**src/rtl/gpu_pkg.sv**
```systemverilog
// Shared definitions for the pixel clip sink: screen geometry defaults, FSM encodings, queued pixel layout.
// Latency: n/a (types and constants only).
// Backpressure: n/a.
package gpu_pkg;

  localparam int GPU_DATA_WIDTH = 8;
  localparam int GPU_COLOR_W    = 16;
  localparam int GPU_SCREEN_W   = 240;
  localparam int GPU_SCREEN_H   = 240;
  localparam int GPU_ADDR_W     = 16;
  localparam int GPU_FIFO_DEPTH = 8;

  // One-hot sink states
  typedef enum logic [3:0] {
    ST_IDLE  = 4'b0001,
    ST_RUN   = 4'b0010,
    ST_DRAIN = 4'b0100,
    ST_DONE  = 4'b1000
  } sink_state_t;

  // One visible pixel waiting for the framebuffer writer
  typedef struct packed {
    logic [GPU_DATA_WIDTH-1:0] x;
    logic [GPU_DATA_WIDTH-1:0] y;
    logic [GPU_COLOR_W-1:0]    colour;
  } pix_entry_t;

endpackage

```
**src/rtl/pixel_fifo.sv**
```systemverilog
// Generic synchronous FIFO with occupancy count and synchronous clear.
// Latency: a written entry appears at rd_dat the cycle after the write; no bypass.
// Backpressure: writes when full and reads when empty are ignored; the producer paces itself from count.
module pixel_fifo #(
  parameter int DEPTH = 8,
  parameter int WIDTH = 32
) (
  input  logic                     clk,
  input  logic                     reset_n,
  input  logic                     clr,
  input  logic                     wr_en,
  input  logic [WIDTH-1:0]         wr_dat,
  input  logic                     rd_en,
  output logic [WIDTH-1:0]         rd_dat,
  output logic [$clog2(DEPTH):0]   count,
  output logic                     full,
  output logic                     empty
);

  localparam int AW = $clog2(DEPTH);
  localparam logic [AW:0] FULL_CNT = DEPTH[AW:0];

  logic [WIDTH-1:0] mem [DEPTH];
  logic [AW-1:0]    wr_ptr;
  logic [AW-1:0]    rd_ptr;
  logic [AW:0]      cnt_q;
  logic             do_wr;
  logic             do_rd;

  assign full   = (cnt_q == FULL_CNT);
  assign empty  = (cnt_q == '0);
  assign do_wr  = wr_en && !full && !clr;
  assign do_rd  = rd_en && !empty && !clr;
  assign count  = cnt_q;
  assign rd_dat = mem[rd_ptr];

  // Storage array holds data only, so it needs no reset
  always_ff @(posedge clk) begin
    if (do_wr) begin
      mem[wr_ptr] <= wr_dat;
    end
  end

  // Pointers and occupancy; power-of-two depth lets the pointers wrap naturally
  always_ff @(posedge clk or negedge reset_n) begin
    if (!reset_n) begin
      wr_ptr <= '0;
      rd_ptr <= '0;
      cnt_q  <= '0;
    end else if (clr) begin
      wr_ptr <= '0;
      rd_ptr <= '0;
      cnt_q  <= '0;
    end else begin
      if (do_wr) begin
        wr_ptr <= wr_ptr + 1'b1;
      end
      if (do_rd) begin
        rd_ptr <= rd_ptr + 1'b1;
      end
      case ({do_wr, do_rd})
        2'b10:   cnt_q <= cnt_q + 1'b1;
        2'b01:   cnt_q <= cnt_q - 1'b1;
        default: cnt_q <= cnt_q;
      endcase
    end
  end

endmodule

```
**src/rtl/pixel_clip_sink.sv**
```systemverilog
// Clips generator pixels to the screen, queues visible ones and emits framebuffer address + colour.
// Latency: valid_i in cycle n gives pix_valid_o in cycle n+2 when queue and output register are empty.
// Backpressure: pix_ready_i stalls the output register; clk_en_o throttles the generator before the queue fills.
// Build option: define PIXEL_CLIP_SINK_STATS_EN to build the saturating clip/pixel counters.
module pixel_clip_sink
  import gpu_pkg::*;
#(
  parameter int DATA_WIDTH = GPU_DATA_WIDTH,
  parameter int COLOR_W    = GPU_COLOR_W,
  parameter int SCREEN_W   = GPU_SCREEN_W,
  parameter int SCREEN_H   = GPU_SCREEN_H,
  parameter int ADDR_W     = GPU_ADDR_W,
  parameter int DEPTH      = GPU_FIFO_DEPTH
) (
  input  logic                  clk,
  input  logic                  reset_n,
  input  logic                  flush_i,
  input  logic [COLOR_W-1:0]    color_i,
  input  logic                  valid_i,
  input  logic [DATA_WIDTH-1:0] x_i,
  input  logic [DATA_WIDTH-1:0] y_i,
  input  logic                  done_i,
  output logic                  clk_en_o,
  output logic                  pix_valid_o,
  input  logic                  pix_ready_i,
  output logic [ADDR_W-1:0]     pix_addr_o,
  output logic [COLOR_W-1:0]    pix_color_o,
  output logic                  done_o,
  output logic [15:0]           clip_cnt_o,
  output logic [15:0]           pix_cnt_o
);

  localparam int CW       = $clog2(DEPTH) + 1;
  localparam int EN_LIM_I = DEPTH - 1;
  localparam logic [CW:0]         EN_LIM = EN_LIM_I[CW:0];
  localparam logic [DATA_WIDTH:0] X_LIM  = SCREEN_W[DATA_WIDTH:0];
  localparam logic [DATA_WIDTH:0] Y_LIM  = SCREEN_H[DATA_WIDTH:0];

  sink_state_t       state_q;
  sink_state_t       state_d;
  logic [COLOR_W-1:0] color_q;
  logic              live_q;
  logic              clk_en_q;
  logic              visible;
  logic              wr_req;
  logic              wr_en;
  logic              start;
  logic              load;
  logic              drained;
  logic              full;
  logic              fifo_empty;
  logic [CW-1:0]     count;
  logic [CW:0]       occ;
  pix_entry_t        wr_ent;
  pix_entry_t        head;
  logic [$bits(pix_entry_t)-1:0] head_raw;
  logic [ADDR_W-1:0] hx;
  logic [ADDR_W-1:0] hy;
  logic [ADDR_W-1:0] head_addr;

  // Off-screen test also catches coordinates that wrapped past 255 (e.g. x0-r)
  assign visible = ({1'b0, x_i} < X_LIM) && ({1'b0, y_i} < Y_LIM);
  assign wr_req  = valid_i && visible && !flush_i;
  assign wr_en   = wr_req && !full;
  // First pixel of a new primitive: colour is latched here and stats restart
  assign start   = (state_q == ST_IDLE) && valid_i && !flush_i;
  assign load    = !fifo_empty && (!pix_valid_o || pix_ready_i) && !flush_i;
  // Everything will be gone after this edge: queue empty, no write pending, output reg emptying
  assign drained = (count == '0) && !wr_en && (!pix_valid_o || pix_ready_i);

  // The first pixel's colour comes straight from color_i since color_q is not yet loaded
  always_comb begin
    wr_ent        = '0;
    wr_ent.x      = x_i;
    wr_ent.y      = y_i;
    wr_ent.colour = (state_q == ST_IDLE) ? color_i : color_q;
  end

  pixel_fifo #(
    .DEPTH (DEPTH),
    .WIDTH ($bits(pix_entry_t))
  ) u_fifo (
    .clk     (clk),
    .reset_n (reset_n),
    .clr     (flush_i),
    .wr_en   (wr_en),
    .wr_dat  (wr_ent),
    .rd_en   (load),
    .rd_dat  (head_raw),
    .count   (count),
    .full    (full),
    .empty   (fifo_empty)
  );

  assign head = pix_entry_t'(head_raw);
  assign hx   = ADDR_W'(head.x);
  assign hy   = ADDR_W'(head.y);

  // 240 columns is y*256 - y*16, so the common case needs no multiplier
  if (SCREEN_W == 240) begin : g_addr_240
    assign head_addr = (hy << 8) - (hy << 4) + hx;
  end else begin : g_addr_mul
    localparam logic [ADDR_W-1:0] SW_A = SCREEN_W[ADDR_W-1:0];
    assign head_addr = hy * SW_A + hx;
  end

  // Output register refills from the queue head whenever empty or being accepted
  always_ff @(posedge clk or negedge reset_n) begin
    if (!reset_n) begin
      pix_valid_o <= 1'b0;
      pix_addr_o  <= '0;
      pix_color_o <= '0;
    end else if (flush_i) begin
      pix_valid_o <= 1'b0;
    end else if (load) begin
      pix_valid_o <= 1'b1;
      pix_addr_o  <= head_addr;
      pix_color_o <= head.colour;
    end else if (pix_ready_i) begin
      pix_valid_o <= 1'b0;
    end
  end

  // Primitive colour, in-flight pacing flag, and a one-cycle hold-off after reset
  always_ff @(posedge clk or negedge reset_n) begin
    if (!reset_n) begin
      color_q  <= '0;
      clk_en_q <= 1'b0;
      live_q   <= 1'b0;
    end else begin
      live_q   <= 1'b1;
      clk_en_q <= clk_en_o;
      if (start) begin
        color_q <= color_i;
      end
    end
  end

  // FSM state register
  always_ff @(posedge clk or negedge reset_n) begin
    if (!reset_n) begin
      state_q <= ST_IDLE;
    end else begin
      state_q <= state_d;
    end
  end

  // FSM next state; a pixel coinciding with done_i is written before draining starts
  always_comb begin
    state_d = state_q;
    if (flush_i) begin
      state_d = ST_IDLE;
    end else begin
      case (state_q)
        ST_IDLE:  if (done_i) state_d = ST_DRAIN;
                  else if (valid_i) state_d = ST_RUN;
        ST_RUN:   if (done_i) state_d = ST_DRAIN;
        ST_DRAIN: if (drained) state_d = ST_DONE;
        ST_DONE:  state_d = ST_IDLE;
        default:  state_d = ST_IDLE;
      endcase
    end
  end

  // FSM outputs; pacing counts the pixel possibly in flight but ignores pops, so it is conservative
  always_comb begin
    occ      = {1'b0, count} + {{CW{1'b0}}, clk_en_q};
    done_o   = (state_q == ST_DONE);
    clk_en_o = live_q && (state_q != ST_DONE) && !flush_i && (occ <= EN_LIM);
  end

`ifndef SYNTHESIS
  // A pixel arriving with no free slot means the generator ignored clk_en_o
  always_ff @(posedge clk) begin
    if (reset_n && wr_req && full) begin
      $error("pixel_clip_sink: pixel dropped on full queue");
    end
  end
`endif

`ifdef PIXEL_CLIP_SINK_STATS_EN
  logic        drop;
  logic [15:0] clip_q;
  logic [15:0] pix_q;

  assign drop = valid_i && !visible && !flush_i;

  // Saturating per-primitive counters, restarted by the first pixel of a primitive
  always_ff @(posedge clk or negedge reset_n) begin
    if (!reset_n) begin
      clip_q <= '0;
      pix_q  <= '0;
    end else if (flush_i) begin
      clip_q <= '0;
      pix_q  <= '0;
    end else if (start) begin
      clip_q <= {15'd0, drop};
      pix_q  <= {15'd0, wr_en};
    end else begin
      if (drop && (clip_q != 16'hFFFF)) clip_q <= clip_q + 16'd1;
      if (wr_en && (pix_q != 16'hFFFF)) pix_q  <= pix_q + 16'd1;
    end
  end

  assign clip_cnt_o = clip_q;
  assign pix_cnt_o  = pix_q;
`else
  assign clip_cnt_o = '0;
  assign pix_cnt_o  = '0;
`endif

endmodule

```
**config.mk**
```make
export PLATFORM = sky130hd
export DESIGN_NAME = pixel_clip_sink
export DESIGN_NICKNAME = d
export VERILOG_FILES = /design/src/rtl/gpu_pkg.sv /design/src/rtl/pixel_fifo.sv /design/src/rtl/pixel_clip_sink.sv
export SDC_FILE = /design/constraint.sdc
export NUM_CORES = 1
export LEC_CHECK = 0
export CAP_MARGIN = 10
export CELL_PAD_IN_SITES_DETAIL_PLACEMENT = 0
export CELL_PAD_IN_SITES_GLOBAL_PLACEMENT = 2
export CORE_ASPECT_RATIO = 0.8
export CORE_MARGIN = 1
export CORE_UTILIZATION = 39
export CTS_BUF_LIST = sky130_fd_sc_hd__clkbuf_8
export DETAILED_ROUTE_END_ITERATION = 6
export MAX_ROUTING_LAYER = met4
export PLACE_DENSITY = 0.76
export SETUP_SLACK_MARGIN = 0.1
export SKIP_LAST_GASP = 1
export SLEW_MARGIN = 15
export SYNTH_ARGS = -nofsm -noshare
export SYNTH_HDL_FRONTEND = slang
export SYNTH_SLANG_ARGS = --single-unit
```
**constraint.sdc**
```tcl
create_clock -name clk -period 5.1 [get_ports clk]
set_clock_uncertainty 0.05 [all_clocks]
set_input_delay 0.765 -clock clk [delete_from_list [all_inputs] [get_ports clk]]
set_output_delay 0.765 -clock clk [all_outputs]
set_load 0.05 [all_outputs]
```
After elaboration in Yosys (flattened, before gate mapping)
Memories as Yosys holds them, arrays and structs flattened.
Index checks and enable logic that the tools add are counted.
W data, S select, Z words.

storage, ports and cells
  register bits = 65
  bits in writable memories = 256
  bits of input ports = 38
  memories kept = 1
  output and inout port bits = 67
  logic and storage cells = 81

memory list
  memory      depth  width  rd ports  clocked after Yosys merged registers in  write ports  line              text
  u_fifo.mem  8      32     1         0                                        1            pixel_fifo.sv:23  logic [WIDTH-1:0] mem [DEPTH];

cells by class
  multiplexer cells = 18
  order comparisons = 3
  add/subtract/negate cells = 7
  equality and inequality tests = 11
  bitwise gates (word level) = 1
  reduce and logical (&&, ||, !) cells = 30

operator list
  kind                   number
  $mux W4                6
  $logic_and A1 B1 Y1    17
  $add A16 B8 Y16        1
  $lt A8 B8 Y1 const B   2
  $mux W16               1
  $sub A16 B12 Y16       1
  $mux W3                4
  $pmux W4 S3            1
  $eq A4 B4 Y1 const B   2
  $ne A4 B4 Y1 const B   2
  $pmux W4 S2            1
  $add A3 B1 Y3 const B  2
  $ne A3 B3 Y1 const B   2
  $reduce_bool A3 Y1     2
  $add A4 B1 Y5          1
  $le A5 B3 Y1 const B   1
  $logic_not A1 Y1       5
  $mux W1                5
  $add A4 B1 Y4 const B  1
  $eq A4 B1 Y1 const B   1
  $eq A4 B2 Y1 const B   1
  $eq A4 B3 Y1 const B   1
  $logic_not A4 Y1       1
  $reduce_bool A2 Y1     2
  other kinds (7)        7

Logic depth before layout (Yosys ltp)
Gate-level depths: netlist (run 1).

  depth in word-level cells = 11
  gate-level depth with buffers = 13
  mapped depth without buffers = 10

By module
A second synthesis (run 1) with hierarchy kept.

unflattened totals
  cells, all modules = 761
  area total of the unflattened synthesis = 13441.6 µm²

by module, submodules not included
  module           seq. area each (µm²)  cells each  times used  area an instance (µm²)
  pixel_fifo       7937.6                448         1           10269.8
  pixel_clip_sink  1377.6                313         1           3171.8

Worst setup path after synthesis (run 1)
OpenSTA, ideal clock, no wires.

  path type = input port to flip-flop
  start point = in flush_i
  end point = mem u_fifo.mem[0][0] (enable)
  data required time = 4.589 ns
  buffers on the path = 0
  stages on the path = 4
  arrival = 3.837 ns
  setup time = 0.461 ns
  path slack = 0.752 ns
  path through = nand2b_1 > a2111oi_4 > nand2b_1 > nor3_1

between the ends
  cells in the longest elaborated chain, start to end = 7

ends and longest elaborated chain
  element                          line                                     text
  start, declared                  pixel_clip_sink.sv:17                    input logic flush_i,
  $logic_not A1 Y1 *               pixel_fifo.sv:32, pixel_clip_sink.sv:63
  $logic_and A1 B1 Y1              pixel_clip_sink.sv:63                    assign wr_req = valid_i && visible && !flush_i;
  $logic_and A1 B1 Y1              pixel_clip_sink.sv:64                    assign wr_en = wr_req && !full;
  $logic_and A1 B1 Y1              pixel_fifo.sv:32                         assign do_wr = wr_en && !full && !clr;
  $logic_and A1 B1 Y1 *            pixel_fifo.sv:32
  $mux W1 *                        pixel_fifo.sv:39                         if (do_wr) begin
  $mux W1 (not written as such) *  pixel_fifo.sv:40                         mem[wr_ptr] <= wr_dat;
  end, declared                    pixel_fifo.sv:23

Every way passes the cells marked *; elsewhere a longest branch is shown, timed or not.

Final worst setup path (run 1)
  start point = reg u_fifo.cnt_q[0], in the netlist u_fifo.count[0]
  end point = out clk_en_o

between the ends
  cells in the longest elaborated chain, start to end = 3

ends and longest elaborated chain
  element                 line                    text
  start, declared         pixel_fifo.sv:26        logic [AW:0] cnt_q;
  start signal, assigned  pixel_fifo.sv:62        2'b10: cnt_q <= cnt_q + 1'b1;
  start signal, assigned  pixel_fifo.sv:63        2'b01: cnt_q <= cnt_q - 1'b1;
  start signal, assigned  pixel_fifo.sv:64        default: cnt_q <= cnt_q;
  $add A4 B1 Y5           pixel_clip_sink.sv:167  occ = {1'b0, count} + {{CW{1'b0}}, clk_en_q};
  $le A5 B3 Y1            pixel_clip_sink.sv:169  clk_en_o = live_q && (state_q != ST_DONE) && !flush_i && (occ <= EN_LIM);
  $logic_and A1 B1 Y1     pixel_clip_sink.sv:169
  end, declared           pixel_clip_sink.sv:23   output logic clk_en_o,

Every way passes these cells.

==> impl_metrics.sql, run 1 <==
INSERT INTO impl_metrics (metric_group, metric, value, unit) VALUES
('sta', 'hold_viol_final', '0', ''),
('sta', 'worst_slew_margin_rel', '0.3912', ''),
('synth', 'synthCells', '716', ''),
('floorplan', 'die_w', '206.9', 'µm'),
('synth', 'async_reset_ff_frac', '0.2025', ''),
('clock_tree', 'clock_tree.buffer_depth', '3', ''),
('grt', 'grt_start_max_net_pins', '66', ''),
('drt', 'drt_drc_violations_left', '1', ''),
('power', 'pwr-share-comb', '0.325', ''),
('worst_setup_path', 'cp-end-kind', 'output port', ''),
('sta', 'final-max-slew-violation-count', '0', ''),
('worst_setup_path', 'setup.worst_path.class', 'reg2out', ''),
('power', 'report.power.total', '0.007977', 'W'),
('clock_tree', 'cts.repair.resized', '0', ''),
('clock_tree', 'root_buffer', 'sky130_fd_sc_hd__clkbuf_8', ''),
('sta', 'max_freq', '0.2662', 'GHz'),
('synth', 'synth_enable_flop_cells', '256', ''),
('power', 'p_leak', '5.260', 'nW'),
('sta', 'tightest_slew', '0.9132', 'ns'),
('clock_tree', 'cts.htree.levels', '2', ''),
('power', 'internal-power', '0.005259', 'W'),
('worst_setup_path', 'critical_path.slowest_cell', 'sky130_fd_sc_hd__clkdlybuf4s50_1', ''),
('worst_hold_path', 'hp-class', 'in2async', ''),
('power', 'power.sequential.fraction', '0.427', ''),
('synth', 'postSynth.topFlopCell', 'sky130_fd_sc_hd__edfxtp_1', ''),
('synth', 'syn_area', '0.01310', 'mm²'),
('floorplan', 'fp.dieArea', '0.03434', 'mm²'),
('grt', 'overall_overflow_remaining_after_global_route', '0', ''),
('worst_setup_path', 'path_cells', 'ha_1 -> ha_1 -> nor3_1 -> a21oi_1 -> nor4b_1 -> clkdlybuf4s50_1', ''),
('synth', 'synth_top_area_cell', 'sky130_fd_sc_hd__edfxtp_1', ''),
('synth', 'area_share_of_the_leading_cell_type_in_the_synthesized_netlist', '0.5867', ''),
('synth', 'synth_seq_area_share', '0.7109', ''),
('run_status', 'failed_checks', 'DRC', ''),
('sta', 'hold_ws', '0.2858', 'ns'),
('place', 'numPortBuffers', '72', ''),
('power', 'switching_power_of_the_nets', '0.002719', 'W'),
('power', 'power.density_cell_area', '523.7', 'mW/mm²'),
('sta', 'final.setup.tns', '0', 'ns'),
('drt', 'drt-vias-per-instance', '5.010', ''),
('power', 'vdd_drop_max', '0.2521', 'mV'),
('synth', 'synth.most_common_cell', 'sky130_fd_sc_hd__edfxtp_1', ''),
('final_layout', 'areaGrowthSynthToFinish', '16.25', '%'),
('synth', 'synthTopCellsByCount', '256 x sky130_fd_sc_hd__edfxtp_1, 64 x sky130_fd_sc_hd__dfrtp_1, 63 x sky130_fd_sc_hd__mux4_2, 46 x sky130_fd_sc_hd__nand2_1', ''),
('synth', 'netlist-cell-type-count', '52', ''),
('worst_setup_path', 'critical_path.max_fanout', '7', ''),
('synth', 'yosysWarnings', '0', ''),
('sta', 'timing.final.crit_share', '0.7365', ''),
('floorplan', 'floorplan.rows', '59', ''),
('floorplan', 'i_o_pin_count', '105', ''),
('place', 'post_detail_place_hpwl', '15520', 'µm'),
('run_status', 'result_of_the_run', 'complete, but fails checks', ''),
('drt', 'wire_per_inst', '19.63', 'µm'),
('clock_tree', 'cts_hold_repair.buffers', '0', ''),
('place', 'placement.setup.worst_slack', '1.331', 'ns'),
('power', 'switching_share', '0.3408', ''),
('drt', 'postRouteAntennaNets', '0', ''),
('place', 'place_congestion', '0.7308', ''),
('drt', 'drt_pre_antenna_iters', '7', ''),
('clock_tree', 'clk_pin_slew', '0.06', 'ns'),
('final_layout', 'nNetsFinal', '884', ''),
('synth', 'synth_seq_cells', '321', ''),
('clock_tree', 'cts-buffers-inserted', '51', ''),
('clock_tree', 'cts_num_sinks', '321', ''),
('drt', 'initialDrtViolationCount', '343', ''),
('worst_setup_path', 'critical-path-max-stage-delay', '0.88', 'ns'),
('worst_setup_path', 'crit_path_frequent_cell', 'sky130_fd_sc_hd__ha_1', ''),
('sta', 'finalCriticalPeriod', '3.756', 'ns'),
('clock_tree', 'cts_setup_buffers', '0', ''),
('floorplan', 'initial_utilization', '0.3998', ''),
('final_layout', 'n_antenna_cell', '0', ''),
('drt', 'route.vias.total', '6503', '');
critical path, delay by kind of cell, from the launching register on:
kind / cells / cell delay (ns)
compound gates: 1 / 0.07
fa+ha+maj: 2 / 0.41
buf+inv: 1 / 0.88
flops: 1 / 0.47
simple gates: 2 / 0.54
layer usage:
metal	share of wire	global-route usage	wire, µm	up-vias
met2	0.44	0.2196	11280	140
met3	0.040	0.02924	1015	39
met5	0	-	0	-
li1	-	-	-	2969
met4	0.016	0.03840	395	0
met1	0.50	0.2352	12780	3355
power by group through the flow:
stage	Combinational (W)	Sequential (W)	Clock (W)
2_1_floorplan	0.00159	0.00378	0
3_3_place_gp	0.00262	0.00346	0
3_5_place_dp	0.00263	0.00347	0
4_1_cts	0.00264	0.00342	0.00204
5_1_grt	0.00282	0.00345	0.00215
6_report	0.00260	0.00341	0.00197
sequential cells by signal, indices dropped and copies added (netlist names):
register,flops
pix_color_o,16
u_fifo.wr_ptr,3
u_fifo.rd_ptr,3
pix_addr_o,16
color_q,16
u_fifo.mem,256
u_fifo.count,4
live_q,1
state_q,4
pix_valid_o,1
clk_en_q,1
layout make-up:
cell class,count,area [µm²]
multi-input combinational,358,3518
tap,427,534.3
clock buffer,56,770.7
sequential,321,9321
fill,2849,17540
clock inverter,37,152.6
inverter,6,22.52
timing repair buffer,93,913.4
metrics by stage:
step             util  instance area (µm²)  instances
6_report       0.4648                15230       1298
5_1_grt        0.4648                15230       1298
4_1_cts        0.4648                15230       1298
3_5_place_dp   0.4366                14310       1205
3_3_place_gp   0.4366                14310       1205
2_1_floorplan       -                13220        747
cell families after synthesis:
group,synth area share
AOI/OAI and AO/OA,0.02845
xor gates and xnor gates,0.008021
adders and majority gates,0.01490
buffers and inverters,0.03151
DFF,0.7109
muxes,0.1654
other,0.0005731
and+or+nand+nor,0.04030
cells in the final DEF (no fill, tap or decap), types with 3 or more instances in the layout:
cell and count:
sky130_fd_sc_hd__edfxtp_1 256, sky130_fd_sc_hd__clkdlybuf4s50_1 71, sky130_fd_sc_hd__mux4_2 63, sky130_fd_sc_hd__dfrtp_1 61, sky130_fd_sc_hd__clkbuf_8 56, sky130_fd_sc_hd__nand2_1 46, sky130_fd_sc_hd__o21ai_1 33, sky130_fd_sc_hd__conb_1 33
sky130_fd_sc_hd__mux2i_1 28, sky130_fd_sc_hd__inv_1 26, sky130_fd_sc_hd__mux2_1 26, sky130_fd_sc_hd__buf_4 19, sky130_fd_sc_hd__nor2_1 15, sky130_fd_sc_hd__ha_1 14, sky130_fd_sc_hd__nand2b_1 12, sky130_fd_sc_hd__clkinv_1 11
sky130_fd_sc_hd__mux2_2 10, sky130_fd_sc_hd__a21oi_1 10, sky130_fd_sc_hd__xnor2_1 7, sky130_fd_sc_hd__nor2_2 6, sky130_fd_sc_hd__xor2_1 5, sky130_fd_sc_hd__nand3_1 4, sky130_fd_sc_hd__o21ai_0 4, sky130_fd_sc_hd__clkinv_2 4
sky130_fd_sc_hd__nor3_1 3, sky130_fd_sc_hd__nor2b_1 3, sky130_fd_sc_hd__buf_12 3
worst paths after layout:
kind,from,endpoint,slack (ns),depth (start not counted)
worst max register to register,u_fifo.rd_ptr[0],pix_addr_o[15],1.62,7
min in group clk,pix_addr_o[7],pix_addr_o[7],0.43,2
worst max-delay path,u_fifo.count[0],clk_en_o,1.34,6
worst min register to register,pix_addr_o[7],pix_addr_o[7],0.43,2
worst min-delay path,reset_n,pix_color_o[4],0.29,1
max in group asynchronous,reset_n,u_fifo.rd_ptr[0],4.01,1
(Power assumes the default switching activity.)
==> inputs of run 2 (changes only) <==
PLACE_DENSITY = 0.78   (was 0.76)
clock period = 3.4 ns   (was 5.1 ns; I/O delays follow)
==> run 2 against run 1 <==
Compared with the run above: the flow still finishes with violations (DRC); count of clock-buffer cells in the layout fell by 3; final area rose by 1.5%; global-route usage rose by 0.59 points; sequential cell count did not move; critical path depth rose by 5; sequential share of layout area fell by 0.89 points; final cell count rose by 2.0%; largest power group unchanged; highest routed layer unchanged.
==> impl_metrics.sql, run 2 (synthesis gave the netlist of run 1 again) <==
INSERT INTO impl_metrics (metric_group, metric, value, unit) VALUES
('final_layout', 'final_layout_size_suffix_gt1_frac', '0.2252', ''),
('drt', 'drt_drc_violations_left', '1', ''),
('clock_tree', 'cts_setup_buffers', '0', ''),
('place', 'post_detail_place_hpwl', '16320', 'µm'),
('floorplan', 'floorplan.rows', '59', ''),
('power', 'pwr-share-comb', '0.346', ''),
('drt', 'wire_per_inst', '19.67', 'µm'),
('clock_tree', 'cts_tree', 'done', ''),
('flow_run', 'timing.max_cap.violations', '0', ''),
('final_layout', 'multi_input_comb_area', '0.003541', 'mm²'),
('worst_hold_path', 'hp-class', 'in2async', ''),
('power', 'p_leak', '5.419', 'nW'),
('grt', 'antenna_found_initial', '0', ''),
('drt', 'drt-vias-per-instance', '4.984', ''),
('floorplan', 'initial_utilization', '0.3998', ''),
('floorplan', 'die_w', '206.9', 'µm'),
('drt', 'drt_pre_antenna_iters', '7', ''),
('final_layout', 'largest-register', 'u_fifo.mem', ''),
('final_layout', 'fillCellCount', '2789', ''),
('place', 'place_congestion', '0.7463', ''),
('place', 'placement.setup.worst_slack', '0.2492', 'ns'),
('run_status', 'result_of_the_run', 'complete, but fails checks', ''),
('place', 'numPortBuffers', '72', ''),
('power', 'switching_power_of_the_nets', '0.004073', 'W'),
('clock_tree', 'root_buffer', 'sky130_fd_sc_hd__clkbuf_8', ''),
('drt', 'postRouteAntennaNets', '0', ''),
('power', 'switching_share', '0.3387', ''),
('sta', 'layout_setup_ws', '0.3235', 'ns'),
('final_layout', 'largest_register_ffs', '256', ''),
('grt', 'grt_pass1_vias', '6766', ''),
('final_layout', 'sequential_cell_area_in_the_final_layout', '0.009321', 'mm²'),
('grt', 'grt_first_pass_wirelength', '40380', 'µm'),
('worst_setup_path', 'worst_ep_required_time', '3.77', 'ns'),
('sta', 'unrepaired_setup_endpoints_after_global_routing', 'no', ''),
('final_layout', 'nNetsFinal', '910', ''),
('power', 'vdd_drop_max', '0.4278', 'mV'),
('power', 'internal-power', '0.007951', 'W'),
('worst_setup_path', 'cp-end-kind', 'register', ''),
('run_status', 'failed_checks', 'DRC', ''),
('worst_setup_path', 'critical_path.max_fanout', '12', ''),
('clock_tree', 'cts_num_sinks', '321', ''),
('worst_setup_path', 'setup.worst_path.class', 'reg2reg', ''),
('power', 'power.sequential.fraction', '0.416', ''),
('sta', 'finalCriticalPeriod', '3.077', 'ns'),
('grt', 'overall_overflow_remaining_after_global_route', '0', ''),
('sta', 'worst_slew_margin_rel', '0.5330', ''),
('grt', 'groute.usage.overall', '0.1626', ''),
('worst_setup_path', 'crit_path_start_kind', 'register', ''),
('sta', 'timing.final.crit_share', '0.9049', ''),
('floorplan', 'fp.dieArea', '0.03434', 'mm²'),
('final_layout', 'areaGrowthSynthToFinish', '17.97', '%'),
('final_layout', 'n_antenna_cell', '0', ''),
('drt', 'route.vias.total', '6599', ''),
('drt', 'initialDrtViolationCount', '328', ''),
('clock_tree', 'clk_pin_slew', '0.06', 'ns'),
('final_layout', 'layout_commonest_cell', 'sky130_fd_sc_hd__edfxtp_1', ''),
('floorplan', 'die_h', '166.0', 'µm'),
('drt', 'totalWireLength', '26040', 'µm'),
('floorplan', 'placeableCoreArea', '0.03278', 'mm²'),
('sta', 'final-max-slew-violation-count', '0', ''),
('clock_tree', 'clock_tree.buffer_depth', '3', ''),
('final_layout', 'layout.cells.most_common_list', '256 x sky130_fd_sc_hd__edfxtp_1, 70 x sky130_fd_sc_hd__clkdlybuf4s50_1, 63 x sky130_fd_sc_hd__mux4_2', ''),
('clock_tree', 'cts-buffers-inserted', '50', ''),
('grt', 'grt_start_max_net_pins', '64', ''),
('clock_tree', 'cts.htree.levels', '2', ''),
('sta', 'max_freq', '0.3250', 'GHz'),
('sta', 'number_of_failing_setup_endpoints_in_the_final_timing_report', '0', ''),
('sta', 'hold_viol_final', '0', ''),
('sta', 'final.setup.tns', '0', 'ns'),
('clock_tree', 'clkLatencyLatePin', '0.57', 'ns'),
('power', 'power.density_cell_area', '777.8', 'mW/mm²'),
('sta', 'tightest_slew', '0.7005', 'ns'),
('power', 'power.share.clock', '0.238', ''),
('worst_setup_path', 'worst-endpoint-arrival', '3.44', 'ns'),
('floorplan', 'i_o_pin_count', '105', '');
==> run 2: changes by cell type in the layout (fill, tap and decap cells not counted), moves of 2 or more <==
cell / delta
sky130_fd_sc_hd__clkinv_2: -2
sky130_fd_sc_hd__nor3_4: +2
sky130_fd_sc_hd__clkbuf_8: -3
sky130_fd_sc_hd__nor3_2: -2
sky130_fd_sc_hd__inv_1: +11
sky130_fd_sc_hd__clkinv_1: -6
sky130_fd_sc_hd__buf_4: +23
sky130_fd_sc_hd__buf_12: +3
==> run 2: power by group through the flow <==
stage	registers, W	logic [W]	clock network [W]
3_3_place_gp	0.00508	0.00417	0
4_1_cts	0.00501	0.00422	0.00296
3_5_place_dp	0.00509	0.00420	0
5_1_grt	0.00506	0.00452	0.00313
2_1_floorplan	0.00567	0.00238	0
6_report	0.00501	0.00416	0.00286
==> run 2: critical path, stage by stage, from the launching register on <==
cell and delay, ns:
sky130_fd_sc_hd__dfrtp_4 0.53, sky130_fd_sc_hd__buf_4 0.19, sky130_fd_sc_hd__buf_6 0.20, sky130_fd_sc_hd__mux4_2 0.51, sky130_fd_sc_hd__mux2_2 0.28, sky130_fd_sc_hd__ha_1 0.32, sky130_fd_sc_hd__nand3_1 0.10, sky130_fd_sc_hd__a21oi_1 0.06
sky130_fd_sc_hd__or2_1 0.26, sky130_fd_sc_hd__a21oi_1 0.18, sky130_fd_sc_hd__xor2_1 0.17, sky130_fd_sc_hd__o21ai_1 0.08
==> run 2: per-stage QoR <==
stage          utilization  std cells  instance area [µm²]  power (W)  hold slack, ns
2_1_floorplan            -        747                13240   0.008051          0.1644
3_3_place_gp        0.4442       1231                14560   0.009255          0.4169
3_5_place_dp        0.4442       1231                14560   0.009291          0.4254
4_1_cts             0.4714       1324                15450    0.01219          0.3499
5_1_grt             0.4716       1324                15460    0.01271          0.3831
6_report            0.4716       1324                15460    0.01202          0.3772
==> run 2: layer usage <==
| layer | vias to the layer above | global-route usage | routed length (µm) |
|---|---|---|---|
| li1 | 3020 | - | - |
| met1 | 3371 | 0.2335 | 12160 |
| met2 | 161 | 0.2358 | 12110 |
| met3 | 47 | 0.03336 | 1364 |
| met4 | 0 | 0.04316 | 410 |
| met5 | - | - | 0 |
==> run 2: final cells by class <==
cell class | count | area share
clock buffer | 53 | 0.04719
clock inverter | 39 | 0.009875
multi-input combinational | 358 | 0.2291
tap | 427 | 0.03456
sequential | 321 | 0.6030
timing repair buffer | 120 | 0.07487
inverter | 6 | 0.001457
==> run 2: what timing repair did <==
action,in CTS,in global routing
hold buffers,1,0
endpoints found under the setup margin,0,3
resized for setup,0,2
endpoints found under the hold margin,26,0
==> run 2: worst paths after layout <==
| path | depth (start not counted) | slack [ns] | end | from |
|---|---|---|---|---|
| setup / recovery | 11 | 0.32 | pix_addr_o[11] | u_fifo.rd_ptr[0] |
| hold / removal | 2 | 0.38 | color_q[4] | reset_n |
| setup reg to reg | 11 | 0.32 | pix_addr_o[11] | u_fifo.rd_ptr[0] |
| hold reg to reg | 2 | 0.43 | pix_addr_o[7] | pix_addr_o[7] |
| max in group asynchronous | 3 | 2.23 | pix_color_o[12] | reset_n |
| min in group clk | 2 | 0.43 | pix_addr_o[7] | pix_addr_o[7] |
==> inputs of run 3 (changes only) <==
CAP_MARGIN = unset   (was 10)
CTS_CLUSTER_DIAMETER = 40   (was unset)
==> run 3 against run 2 <==
Compared with the run above: the flow now finishes without violations; hold slack worse by 0.041 ns; sequential cell count is the same; setup slack is essentially flat; die area did not move; via count grew 0.76%; count of clock-buffer cells in the layout rose by 5; sequential share of layout area down 0.64 points; largest power group unchanged; critical path depth did not move; non-clock buffer count stayed put; critical path type unchanged; final cell count up 0.53%; combinational power about the same; total power up 3.4%.
==> impl_metrics.sql, run 3 (synthesis gave the netlist of run 1 again) <==
INSERT INTO impl_metrics (metric_group, metric, value, unit) VALUES
('grt', 'groute.usage.overall', '0.1628', ''),
('sta', 'unrepaired_setup_endpoints_after_global_routing', 'no', ''),
('sta', 'timing.final.crit_share', '0.9050', ''),
('clock_tree', 'cts_setup_buffers', '0', ''),
('drt', 'drt_drc_violations_left', '0', ''),
('floorplan', 'i_o_pin_count', '105', ''),
('grt', 'antenna_found_initial', '0', ''),
('sta', 'tightest_slew', '0.7047', 'ns'),
('floorplan', 'die_w', '206.9', 'µm'),
('floorplan', 'placeableCoreArea', '0.03278', 'mm²'),
('grt', 'overall_overflow_remaining_after_global_route', '0', ''),
('worst_setup_path', 'path_cells', 'buf_4 -> buf_6 -> mux4_2 -> mux2_2 -> ha_1 -> nand3_1 -> a21oi_1 -> or2_1 -> a21oi_1 -> xor2_1 -> o21ai_1', ''),
('grt', 'grt_pass1_vias', '6809', ''),
('worst_setup_path', 'crit_family', 'multiplexers', ''),
('final_layout', 'largest-register', 'u_fifo.mem', ''),
('place', 'placement.setup.worst_slack', '0.2492', 'ns'),
('final_layout', 'layout.cells.most_common_list', '256 x sky130_fd_sc_hd__edfxtp_1, 70 x sky130_fd_sc_hd__clkdlybuf4s50_1, 63 x sky130_fd_sc_hd__mux4_2', ''),
('floorplan', 'fp.dieArea', '0.03434', 'mm²'),
('worst_setup_path', 'worst-endpoint-arrival', '3.46', 'ns'),
('drt', 'initialDrtViolationCount', '369', ''),
('worst_setup_path', 'critical_path.slowest_cell', 'sky130_fd_sc_hd__dfrtp_4', ''),
('worst_setup_path', 'crit_path_frequent_cell', 'sky130_fd_sc_hd__a21oi_1', ''),
('grt', 'grt_start_max_net_pins', '64', ''),
('sta', 'hold_ws', '0.3361', 'ns'),
('clock_tree', 'root_buffer', 'sky130_fd_sc_hd__clkbuf_8', ''),
('clock_tree', 'clock_tree.buffer_depth', '3', ''),
('final_layout', 'final_layout_size_suffix_gt1_frac', '0.2378', ''),
('place', 'place_congestion', '0.7463', ''),
('final_layout', 'largest_register_ffs', '256', ''),
('place', 'post_detail_place_hpwl', '16320', 'µm'),
('final_layout', 'n_antenna_cell', '0', ''),
('worst_setup_path', 'cp-end-kind', 'register', ''),
('power', 'vdd_drop_max', '0.4466', 'mV'),
('clock_tree', 'clkLatencyLatePin', '0.61', 'ns'),
('worst_setup_path', 'setup.worst_path.class', 'reg2reg', ''),
('sta', 'worst_slew_margin_rel', '0.5302', ''),
('worst_setup_path', 'worst_ep_required_time', '3.78', 'ns'),
('drt', 'route.vias.total', '6649', ''),
('run_status', 'result_of_the_run', 'completed', ''),
('worst_setup_path', 'cp_num_buf_inv', '2', ''),
('sta', 'final-max-slew-violation-count', '0', ''),
('power', 'p_leak', '5.462', 'nW'),
('worst_hold_path', 'hp-class', 'in2async', ''),
('drt', 'postRouteAntennaNets', '0', ''),
('drt', 'wire_per_inst', '19.60', 'µm'),
('sta', 'finalCriticalPeriod', '3.077', 'ns'),
('flow_run', 'timing.max_cap.violations', '0', ''),
('clock_tree', 'cts_tree', 'done', ''),
('floorplan', 'floorplan.rows', '59', ''),
('clock_tree', 'cts_num_sinks', '321', ''),
('worst_setup_path', 'crit_path_start_kind', 'register', ''),
('sta', 'max_freq', '0.3250', 'GHz'),
('final_layout', 'layout_commonest_cell', 'sky130_fd_sc_hd__edfxtp_1', ''),
('sta', 'number_of_failing_setup_endpoints_in_the_final_timing_report', '0', ''),
('worst_setup_path', 'crit-reg2reg-launch', 'u_fifo.rd_ptr[0]', ''),
('drt', 'drt-vias-per-instance', '4.995', ''),
('worst_setup_path', 'cp-startpoint', 'u_fifo.rd_ptr[0]', ''),
('clock_tree', 'cts.htree.levels', '2', ''),
('floorplan', 'initial_utilization', '0.3998', ''),
('final_layout', 'areaGrowthSynthToFinish', '19.23', '%'),
('worst_setup_path', 'critical-path-max-stage-delay', '0.53', 'ns'),
('clock_tree', 'cts-buffers-inserted', '53', ''),
('sta', 'layout_setup_ws', '0.3231', 'ns'),
('place', 'numPortBuffers', '72', ''),
('drt', 'totalWireLength', '26090', 'µm'),
('floorplan', 'die_h', '166.0', 'µm'),
('worst_setup_path', 'critical_path.max_fanout', '12', ''),
('drt', 'drt_pre_antenna_iters', '7', ''),
('grt', 'grt_first_pass_wirelength', '40510', 'µm'),
('power', 'power.density_cell_area', '796.2', 'mW/mm²'),
('final_layout', 'nNetsFinal', '913', ''),
('clock_tree', 'clk_pin_slew', '0.06', 'ns'),
('final_layout', 'utilization', '0.4767', ''),
('sta', 'final.setup.tns', '0', 'ns'),
('sta', 'hold_viol_final', '0', '');
run 3: changes by cell type in the layout (fill, tap and decap cells not counted), sizes merged:
cell / previous run / this run
bufinv: 0 / 2
clkbuf: 53 / 58
clkinv: 7 / 16
inv: 37 / 28
run 3: through the flow:
stage                     total power [W]  instances  instance area (µm²)
final                             0.01244       1331                15620
after global routing              0.01314       1331                15620
after detailed placement         0.009291       1231                14560
after CTS                         0.01261       1331                15620
after floorplan                  0.008051        747                13240
after global placement           0.009255       1231                14560
run 3: worst paths after layout:
check	to	slack [ns]	cells after the start
min in group clk	pix_addr_o[7]	0.43	2
hold / removal	color_q[4]	0.34	2
max in group asynchronous	pix_color_o[12]	2.25	3
setup / recovery	pix_addr_o[11]	0.32	11
setup reg to reg	pix_addr_o[11]	0.32	11
hold reg to reg	pix_addr_o[7]	0.43	2
run 3: metal layers:
metal  vias to the layer above  GRT usage  wire, µm  share of wire
met3                        54    0.03257      1364          0.052
met1                      3377     0.2343     12200           0.47
met4                         0    0.04665       496          0.019
met2                       182     0.2346     12030           0.46
li1                       3036          -         -              -
met5                         -          -         0              0
run 3: worst reg2reg max path, stage by stage, from the launching register on:
cell and delay (ns):
sky130_fd_sc_hd__dfrtp_4 0.53, sky130_fd_sc_hd__buf_4 0.19, sky130_fd_sc_hd__buf_6 0.20, sky130_fd_sc_hd__mux4_2 0.51
sky130_fd_sc_hd__mux2_2 0.28, sky130_fd_sc_hd__ha_1 0.32, sky130_fd_sc_hd__nand3_1 0.10, sky130_fd_sc_hd__a21oi_1 0.06
sky130_fd_sc_hd__or2_1 0.26, sky130_fd_sc_hd__a21oi_1 0.18, sky130_fd_sc_hd__xor2_1 0.17, sky130_fd_sc_hd__o21ai_1 0.07
run 3: what timing repair did:
action | CTS | global route
hold buffers | 1 | 0
endpoints found under the hold margin | 26 | 0
setup endpoints to repair | 0 | 4
resized for setup | 0 | 2
run 3: final cells by class:
class                      count  area [µm²]
timing repair buffer         120        1157
inverter                       6       22.52
clock buffer                  58       798.3
multi-input combinational    358        3541
tap                          427       534.3
sequential                   321        9321
fill                        2787       17150
clock inverter                41       249.0
run 3: report_power, final:
part	leakage [nW]	internal (W)	switching (W)
combinational	1.75	0.00176	0.00241
clock	0.605	0.00174	0.00153
sequential	3.11	0.00476	0.000241
